$ cat src/rtl/uart_pixel_loader.sv
// rtl/uart_pixel_loader.sv - Avalon-MM UART poller packing RX bytes into words behind a show-ahead FIFO
module uart_pixel_loader #(
    parameter int BYTES_PER_WORD = 3,
    parameter int MSB_FIRST      = 0,
    parameter int FIFO_DEPTH     = 4,
    parameter int TIMEOUT_CYCLES = 0,
    parameter int RX_BASE        = 0,
    parameter int STATUS_BASE    = 8,
    parameter int RX_OK_BIT      = 7
) (
    input  logic                          avm_clk,
    input  logic                          avm_rst,
    output logic [4:0]                    avm_address,
    output logic                          avm_read,
    input  logic [31:0]                   avm_readdata,
    input  logic                          avm_waitrequest,
    output logic [8*BYTES_PER_WORD-1:0]   o_data,
    output logic                          o_valid,
    input  logic                          i_ready,
    output logic [$clog2(FIFO_DEPTH):0]   o_level,
    output logic                          o_resync
);
    localparam int DW = 8 * BYTES_PER_WORD;
    localparam int AW = $clog2(FIFO_DEPTH);
    localparam int LW = AW + 1;
    localparam int IW = (BYTES_PER_WORD > 1) ? $clog2(BYTES_PER_WORD) : 1;
    localparam int TW = (TIMEOUT_CYCLES > 0) ? $clog2(TIMEOUT_CYCLES + 1) : 1;
    localparam logic [IW-1:0] LAST_IDX    = IW'(BYTES_PER_WORD - 1);
    localparam logic [TW-1:0] TO_LIMIT    = TW'(TIMEOUT_CYCLES);
    localparam logic [4:0]    RX_ADDR     = 5'(RX_BASE);
    localparam logic [4:0]    STATUS_ADDR = 5'(STATUS_BASE);
    localparam logic [LW-1:0] FULL_LEVEL  = LW'(FIFO_DEPTH);

    typedef enum logic [1:0] {S_GAP, S_POLL, S_READ} state_t;

    state_t          state_q, state_d;
    logic            rx_next_q, rx_next_d;
    logic            read_q;
    logic [4:0]      addr_q;
    logic [IW-1:0]   byte_idx_q, byte_idx_d;
    logic [IW-1:0]   lane;
    logic [DW-1:0]   word_q, word_d;
    logic [TW-1:0]   to_cnt_q, to_cnt_d;
    logic            resync_q, resync_d;

    logic [DW-1:0]   mem_q [FIFO_DEPTH];
    logic [AW-1:0]   wr_ptr_q, rd_ptr_q;
    logic [LW-1:0]   level_q, level_after_pop;
    logic [DW-1:0]   last_pop_q;

    logic            acc, rx_acc, push, pop;
    logic            unused_rd;

    assign unused_rd       = ^avm_readdata;
    assign acc             = read_q && !avm_waitrequest;
    assign rx_acc          = acc && (state_q == S_READ);
    assign pop             = (level_q != '0) && i_ready;
    assign level_after_pop = level_q - LW'(pop);

    assign avm_read    = read_q;
    assign avm_address = addr_q;
    assign o_valid     = (level_q != '0);
    assign o_level     = level_q;
    assign o_data      = o_valid ? mem_q[rd_ptr_q] : last_pop_q;
    assign o_resync    = resync_q;

    // A pending READ always proceeds; only fresh polls are gated by FIFO space.
    always_comb begin
        state_d   = state_q;
        rx_next_d = rx_next_q;
        unique case (state_q)
            S_GAP: begin
                if (rx_next_q) begin
                    state_d = S_READ;
                end else if (level_after_pop < FULL_LEVEL) begin
                    state_d = S_POLL;
                end
            end
            S_POLL: begin
                if (acc) begin
                    state_d   = S_GAP;
                    rx_next_d = avm_readdata[RX_OK_BIT];
                end
            end
            S_READ: begin
                if (acc) begin
                    state_d   = S_GAP;
                    rx_next_d = 1'b0;
                end
            end
            default: state_d = S_GAP;
        endcase
    end

    always_comb begin
        byte_idx_d = byte_idx_q;
        word_d     = word_q;
        to_cnt_d   = to_cnt_q;
        resync_d   = 1'b0;
        push       = 1'b0;
        lane       = (MSB_FIRST != 0) ? (LAST_IDX - byte_idx_q) : byte_idx_q;
        if (rx_acc) begin
            word_d[8*int'(lane) +: 8] = avm_readdata[7:0];
            if (byte_idx_q == LAST_IDX) begin
                push       = 1'b1;
                byte_idx_d = '0;
            end else begin
                byte_idx_d = byte_idx_q + IW'(1);
            end
        end
        // An accepted byte in the expiry cycle takes priority over the discard.
        if (TIMEOUT_CYCLES > 0) begin
            if (rx_acc || (byte_idx_q == '0)) begin
                to_cnt_d = '0;
            end else if (to_cnt_q == TO_LIMIT) begin
                to_cnt_d   = '0;
                byte_idx_d = '0;
                resync_d   = 1'b1;
            end else begin
                to_cnt_d = to_cnt_q + TW'(1);
            end
        end
    end

    always_ff @(posedge avm_clk) begin
        if (avm_rst) begin
            state_q    <= S_GAP;
            rx_next_q  <= 1'b0;
            read_q     <= 1'b0;
            addr_q     <= STATUS_ADDR;
            byte_idx_q <= '0;
            word_q     <= '0;
            to_cnt_q   <= '0;
            resync_q   <= 1'b0;
        end else begin
            state_q    <= state_d;
            rx_next_q  <= rx_next_d;
            read_q     <= (state_d != S_GAP);
            addr_q     <= (state_d == S_READ) ? RX_ADDR : STATUS_ADDR;
            byte_idx_q <= byte_idx_d;
            word_q     <= word_d;
            to_cnt_q   <= to_cnt_d;
            resync_q   <= resync_d;
        end
    end

    always_ff @(posedge avm_clk) begin
        if (push) begin
            mem_q[wr_ptr_q] <= word_d;
        end
    end

    always_ff @(posedge avm_clk) begin
        if (avm_rst) begin
            wr_ptr_q   <= '0;
            rd_ptr_q   <= '0;
            level_q    <= '0;
            last_pop_q <= '0;
        end else begin
            if (push) begin
                wr_ptr_q <= wr_ptr_q + AW'(1);
            end
            if (pop) begin
                rd_ptr_q   <= rd_ptr_q + AW'(1);
                last_pop_q <= mem_q[rd_ptr_q];
            end
            level_q <= level_q + LW'(push) - LW'(pop);
        end
    end
endmodule

$ cat config.mk
export PLATFORM = sky130hd
export DESIGN_NAME = uart_pixel_loader
export DESIGN_NICKNAME = d
export VERILOG_FILES = /design/src/rtl/uart_pixel_loader.sv
export SDC_FILE = /design/constraint.sdc
export NUM_CORES = 1
export LEC_CHECK = 0
export ABC_CLOCK_PERIOD_IN_PS = 3100
export CAP_MARGIN = 0
export CORE_MARGIN = 8
export CORE_UTILIZATION = 56
export CTS_CLUSTER_DIAMETER = 40
export DETAILED_ROUTE_END_ITERATION = 7
export PLACE_DENSITY_LB_ADDON = 0.25
export SYNTH_ARGS = -nofsm -noshare
export SYNTH_HDL_FRONTEND = slang
export SYNTH_SLANG_ARGS = --single-unit
$ cat constraint.sdc
create_clock -name avm_clk -period 3.1 [get_ports avm_clk]
set_clock_uncertainty 0.1 [all_clocks]
set_input_delay 0.465 -clock avm_clk [delete_from_list [all_inputs] [get_ports avm_clk]]
set_output_delay 0.465 -clock avm_clk [all_outputs]
set_load 0.05 [all_outputs]
==> results of run 1 <==
-- cell type report --
cell class | count | area [sq um]
Timing Repair Buffer | 58 | 488.0
Clock inverter | 10 | 87.58
Tap cell | 143 | 178.9
Clock buffer | 21 | 460.4
Inverter | 13 | 48.80
Sequential cell | 160 | 4164
Multi-Input combinational cell | 227 | 2079
Fill cell | 818 | 3814
-- power groups by stage --
| stage | Sequential (mW) | Combinational, mW | Clock, mW |
|---|---|---|---|
| 2_1_floorplan | 2.55 | 2.05 | 0 |
| 3_3_place_gp | 2.49 | 2.78 | 0 |
| 3_5_place_dp | 2.50 | 2.80 | 0 |
| 4_1_cts | 2.46 | 2.82 | 1.96 |
| 5_1_grt | 2.47 | 2.94 | 2.05 |
| 6_report | 2.46 | 2.77 | 1.92 |
-- metal layers --
metal,up-vias,part of all wire (%),global-route usage [%]
met1,1786,43,20.76
met5,-,0,0
met2,85,51,28.59
met3,8,5.7,5.205
met4,0,0.89,7.148
li1,1685,-,-
-- worst min-delay path by stage --
stage,from,end
floorplan,last_pop_q[15],last_pop_q[15]
global placement,word_q[4],word_q[4]
detailed placement,word_q[8],word_q[8]
CTS,word_q[8],word_q[8]
global route,word_q[8],word_q[8]
finish,word_q[12],word_q[12]
-- per-stage QoR --
step / instance area [sq um] / worst slack, ps / utilization (%)
after global routing: 7507 / 332.3 / 66.31
after CTS: 7507 / 438.9 / 66.31
after detailed placement: 6959 / 273.4 / 61.47
after floorplan: 6442 / 264.1 / -
after global placement: 6959 / 333.8 / 61.47
final: 7507 / 478.1 / 66.31
-- sequential cells by signal (all words and copies together) (netlist names), named ones only --
| signal | flops |
|---|---|
| o_level | 3 |
| rd_ptr_q | 2 |
| rx_next_q | 1 |
| state_q | 2 |
| wr_ptr_q | 2 |
| byte_idx_q | 2 |
| mem_q | 96 |
| word_q | 24 |
| avm_address | 1 |
| avm_read | 1 |
| last_pop_q | 24 |
-- layout by cell type, fill, tap and decap left out, types with 4 or more instances in the layout --
cell / n
and2b_1: 8
a21oi_1: 20
clkbuf_16: 17
edfxtp_1: 96
dfxtp_1: 64
a22o_1: 24
nor2_1: 7
conb_1: 5
nand3_1: 20
clkinv_2: 5
and2_1: 4
buf_4: 41
clkdlybuf4s50_1: 16
mux2_2: 24
inv_1: 12
nand2_1: 39
ha_1: 15
xnor2_1: 4
a22o_4: 8
mux4_2: 24
-- logic make-up after synthesis --
family,synth area share [%]
AOI/OAI and AO/OA,7.592
xor gates and xnor gates,0.6813
adders and majority gates,3.231
buffers and inverters,3.095
DFF,64.78
muxes,12.77
other,0.05834
and+or+nand+nor,7.787
-- critical path: cells and delay by family (launching register included) --
kind                   cells  cell delay [ps]
flip-flops                 1              350
multiplexers               2              860
buffers and inverters      2              410
==> impl_metrics.py, run 1 <==
metrics = {
    "pwr": {
        "leakage_nw": 2.814,
        "p_switching_mw": 2.569,
        "p_int_mw": 4.580,
        "seq_power_share_pct": 34.4,
        "power.density_mw_per_mm2": 952.3,
        "swShare_pct": 35.94,
        "ir_drop_uv": 715.6,
        "power.share.clock_pct": 26.9,
        "pwr-share-comb_pct": 38.7,
        "finalPower_mw": 7.149,
    },
    "timing": {
        "hold_viol": 0,
        "holdWs_ps": 358.6,
        "max_freq_mhz": 381.4,
        "worst_pin_slew_ps": 701.1,
        "relSlewSlack_pct": 53.16,
        "setup_viol": 0,
        "drv_slew": 0,
        "post-route-period-util_pct": 84.58,
        "layout_min_cycle_time_ps": 2622,
        "fin_setup_tns_ps": 0,
        "grt_setup_unrepaired": "false",
    },
    "detailed_routing": {
        "avgViaCountPerCell": 5.639,
        "vias": 3564,
        "drc_errors": 0,
        "drt_iter0_drc": 275,
        "antenna_left": 0,
        "drt_pre_antenna_iters": 4,
        "wl_per_cell_um": 19.25,
        "routed_wl_mm": 12.17,
    },
    "min_path": {
        "hp-class": "reg2reg",
        "min_path_cells": 2,
    },
    "cells_and_area": {
        "finalNetCount": 529,
        "fin_cells": 632,
        "diodes": 0,
        "drive_gt1_share_pct": 27.61,
        "area_growth_pct": 16.80,
    },
    "logic_synthesis": {
        "synth_top_cells_by_count": "edfxtp_1, dfxtp_1, nand2_1",
        "synth_area_leaders": "edfxtp_1, dfxtp_1, mux4_2, mux2_2, a22o_1",
        "syn_area_sq_mm": 0.006427,
        "avgSynthCellArea_sq_um": 15.19,
        "async_reset_ff_share_pct": 0,
        "netlist.area_leader.share_pct": 44.85,
        "synth_cell_type_count": 43,
        "synth.largest_area_cell": "edfxtp_1",
        "synth_edf_count": 96,
        "ys_seq_area_share_pct": 64.78,
        "ys_ff_latch": 160,
        "synth.most_common_cell": "edfxtp_1",
        "synth_warnings": 0,
        "netlist_instances": 423,
        "synth_top_flop_cell": "edfxtp_1",
    },
    "critical_path": {
        "critical_path_required_ps": 2530,
        "rrSetupSlack_ps": 500,
        "crit_path_end": "o_data[9]",
        "setup.worst_path.class": "reg2out",
        "path_max_fanout": 24,
        "cp_slowest_stage_delay_ps": 570,
        "reg2reg_to": "o_level[2]",
        "r2r_start": "state_q[0]",
        "slowest_stage": "mux4_2",
        "end_kind": "output pin",
        "worstPathArrival_ps": 2060,
        "startpoint_type": "flop",
        "rr_worst_depth": 11,
        "path_cells": "buf_12, mux4_2, mux2_2, buf_4",
    },
    "die": {
        "start_util_pct": 56.77,
        "ios": 71,
        "rows": 39,
        "die-area_sq_mm": 0.01516,
        "die_w_um": 123.1,
        "core-area_sq_mm": 0.01132,
        "dieHeight_um": 123.1,
    },
    "place": {
        "place_hpwl_mm": 7.664,
        "dp_cells": 601,
        "finalWeightedCongestion": 0.7769,
        "io_buffers": 41,
    },
    "clock_network": {
        "hold_buffers": 0,
        "clock_latency_ps": 420,
        "path_clk_slew_ps": 60,
        "clock_sinks": 160,
        "cts_root_buffer": "clkbuf_16",
        "cts.repair.resized": 0,
        "cts_buffers": 17,
        "cts_max_level": 4,
        "clockBufferDepth": 2,
        "tritoncts": "built",
        "cts_setup_buffers": 0,
    },
    "global_route": {
        "grt_pass1_vias": 3686,
        "grt_overflow": 0,
        "grt_pass1_wl_mm": 19.40,
        "grt_start_max_net_pins": 27,
        "track_usage_pct": 17.29,
        "antenna_found_initial": 0,
    },
    "flow_run": {
        "cap_violations": 0,
    },
    "run_status": {
        "status": "complete, no violations",
    },
}
(Power assumes the default switching activity.)
==> run 2: changes to the inputs <==
Settings changed: ABC_CLOCK_PERIOD_IN_PS 3100 to 2200, CORE_UTILIZATION 56 to 50.
Clock period 3.1 ns to 2.2 ns, I/O delays scaled along.
==> impl_metrics.py, run 2 (synthesis results as in run 1) <==
metrics = {
    "critical_path": {
        "startpoint_type": "flop",
        "cp_slowest_stage_delay_ps": 520,
        "path_buf_inv": 3,
        "critical_path_required_ps": 1770,
        "end_kind": "output pin",
        "path_cells": "buf_12, buf_16, mux4_2, mux2_4, buf_8",
        "path_max_fanout": 6,
        "critical-path-top-delay-family": "multiplexers",
        "worstPathArrival_ps": 2050,
        "setup.worst_path.class": "reg2out",
        "slowest_stage": "mux4_2",
    },
    "pwr": {
        "finalPower_mw": 11.95,
        "leakage_nw": 3.167,
        "ir_drop_uv": 926.9,
        "power.density_mw_per_mm2": 1442,
    },
    "detailed_routing": {
        "drt_iter0_drc": 247,
        "drt_pre_antenna_iters": 4,
        "routed_wl_mm": 13.44,
        "avgViaCountPerCell": 5.418,
        "wl_per_cell_um": 19.64,
        "antenna_left": 0,
        "vias": 3706,
        "drc_errors": 0,
    },
    "die": {
        "die-area_sq_mm": 0.01674,
        "core-area_sq_mm": 0.01257,
        "die_w_um": 129.4,
        "rows": 41,
        "dieHeight_um": 129.4,
        "start_util_pct": 51.14,
        "ios": 71,
    },
    "timing": {
        "post-route-period-util_pct": 112.6,
        "holdWs_ps": 368.7,
        "drv_slew": 0,
        "fin_setup_tns_ps": -4985,
        "setup_slack_ps": -277.9,
        "setup_viol": 24,
        "hold_viol": 0,
        "grt_setup_unrepaired": "true",
        "worst_pin_slew_ps": 725.2,
        "relSlewSlack_pct": 51.54,
        "layout_min_cycle_time_ps": 2478,
        "max_freq_mhz": 403.6,
    },
    "flow_run": {
        "cap_violations": 0,
    },
    "global_route": {
        "antenna_found_initial": 1,
        "grt_start_max_net_pins": 30,
        "grt_overflow": 0,
        "grt_pass1_wl_mm": 20.56,
        "track_usage_pct": 16.73,
        "grt_pass1_vias": 3765,
    },
    "clock_network": {
        "tritoncts": "built",
        "path_clk_slew_ps": 60,
        "clock_latency_ps": 420,
        "cts_root_buffer": "clkbuf_16",
        "cts_buffers": 17,
        "cts_max_level": 4,
        "hold_buffers": 0,
        "clock_sinks": 160,
        "clockBufferDepth": 2,
    },
    "cells_and_area": {
        "largest_register_ffs": 96,
        "largest_register": "mem_q",
        "top_regs": "mem_q: 96 flops, last_pop_q: 24 flops, word_q: 24 flops",
        "drive_gt1_share_pct": 33.59,
        "diodes": 0,
        "final_cell_mix": "edfxtp_1, dfxtp_1, nand2_1",
        "layout_commonest_cell": "edfxtp_1",
        "fin_cells": 684,
        "finalNetCount": 551,
        "final_core_util_pct": 65.95,
        "area_growth_pct": 28.97,
        "n_fill_cell": 875,
        "design_area_sq_mm": 0.008289,
    },
    "place": {
        "place_hpwl_mm": 7.770,
        "io_buffers": 41,
        "dpl_cell_area_sq_mm": 0.007218,
        "dp_cells": 639,
        "pre_cts_ws_ps": -298.0,
        "finalWeightedCongestion": 0.7695,
    },
    "min_path": {
        "hp-class": "reg2reg",
    },
    "run_status": {
        "status": "complete, but fails checks",
        "violations": "setup timing",
    },
}
## run 2: final timing paths
kind / to / start / cells past startpoint / slack [ps]
min reg2reg: word_q[12] / word_q[12] / 2 / 370
max reg2reg: o_level[2] / o_level[2] / 9 / 10
min: word_q[12] / word_q[12] / 2 / 370
max: o_data[12] / flop / 5 / -280
## run 2: final cells by class
cell class / count / area (sq um) / area share, %
Multi-Input combinational cell: 227 / 2232 / 26.93
Sequential cell: 160 / 4184 / 50.48
Tap cell: 172 / 215.2 / 2.596
Clock buffer: 21 / 460.4 / 5.555
Clock inverter: 11 / 162.7 / 1.962
Timing Repair Buffer: 80 / 985.9 / 11.89
Inverter: 13 / 48.80 / 0.5887
## run 2: repair_timing
action | CTS | global route
resized for setup | 76 | 3
gates cloned | 3 | 0
pin swaps | 2 | 0
buffers inserted | 4 | 8
endpoints found under the setup margin | 64 | 25
## run 2: tightest hold or removal path: stages, from the launching register on
cell	delay (ps)
dfxtp_1	300
nand2_1	70
a21oi_1	60
## run 2: report_power, final
group,leakage (nW),total (mW),switching [mW],internal [mW]
Combinational,1.43,5.40,2.78,2.62
Clock,0.299,3.05,1.10,1.95
Sequential,1.44,3.49,0.130,3.36
Total,3.17,12.0,4.02,7.93
## run 2: routing by layer
layer | vias to the layer above | track usage (%) | routed length, um
li1 | 1729 | - | -
met5 | - | 0 | 9
met4 | 2 | 6.358 | 162
met2 | 87 | 28.22 | 6983
met3 | 13 | 5.423 | 696
met1 | 1875 | 19.49 | 5586
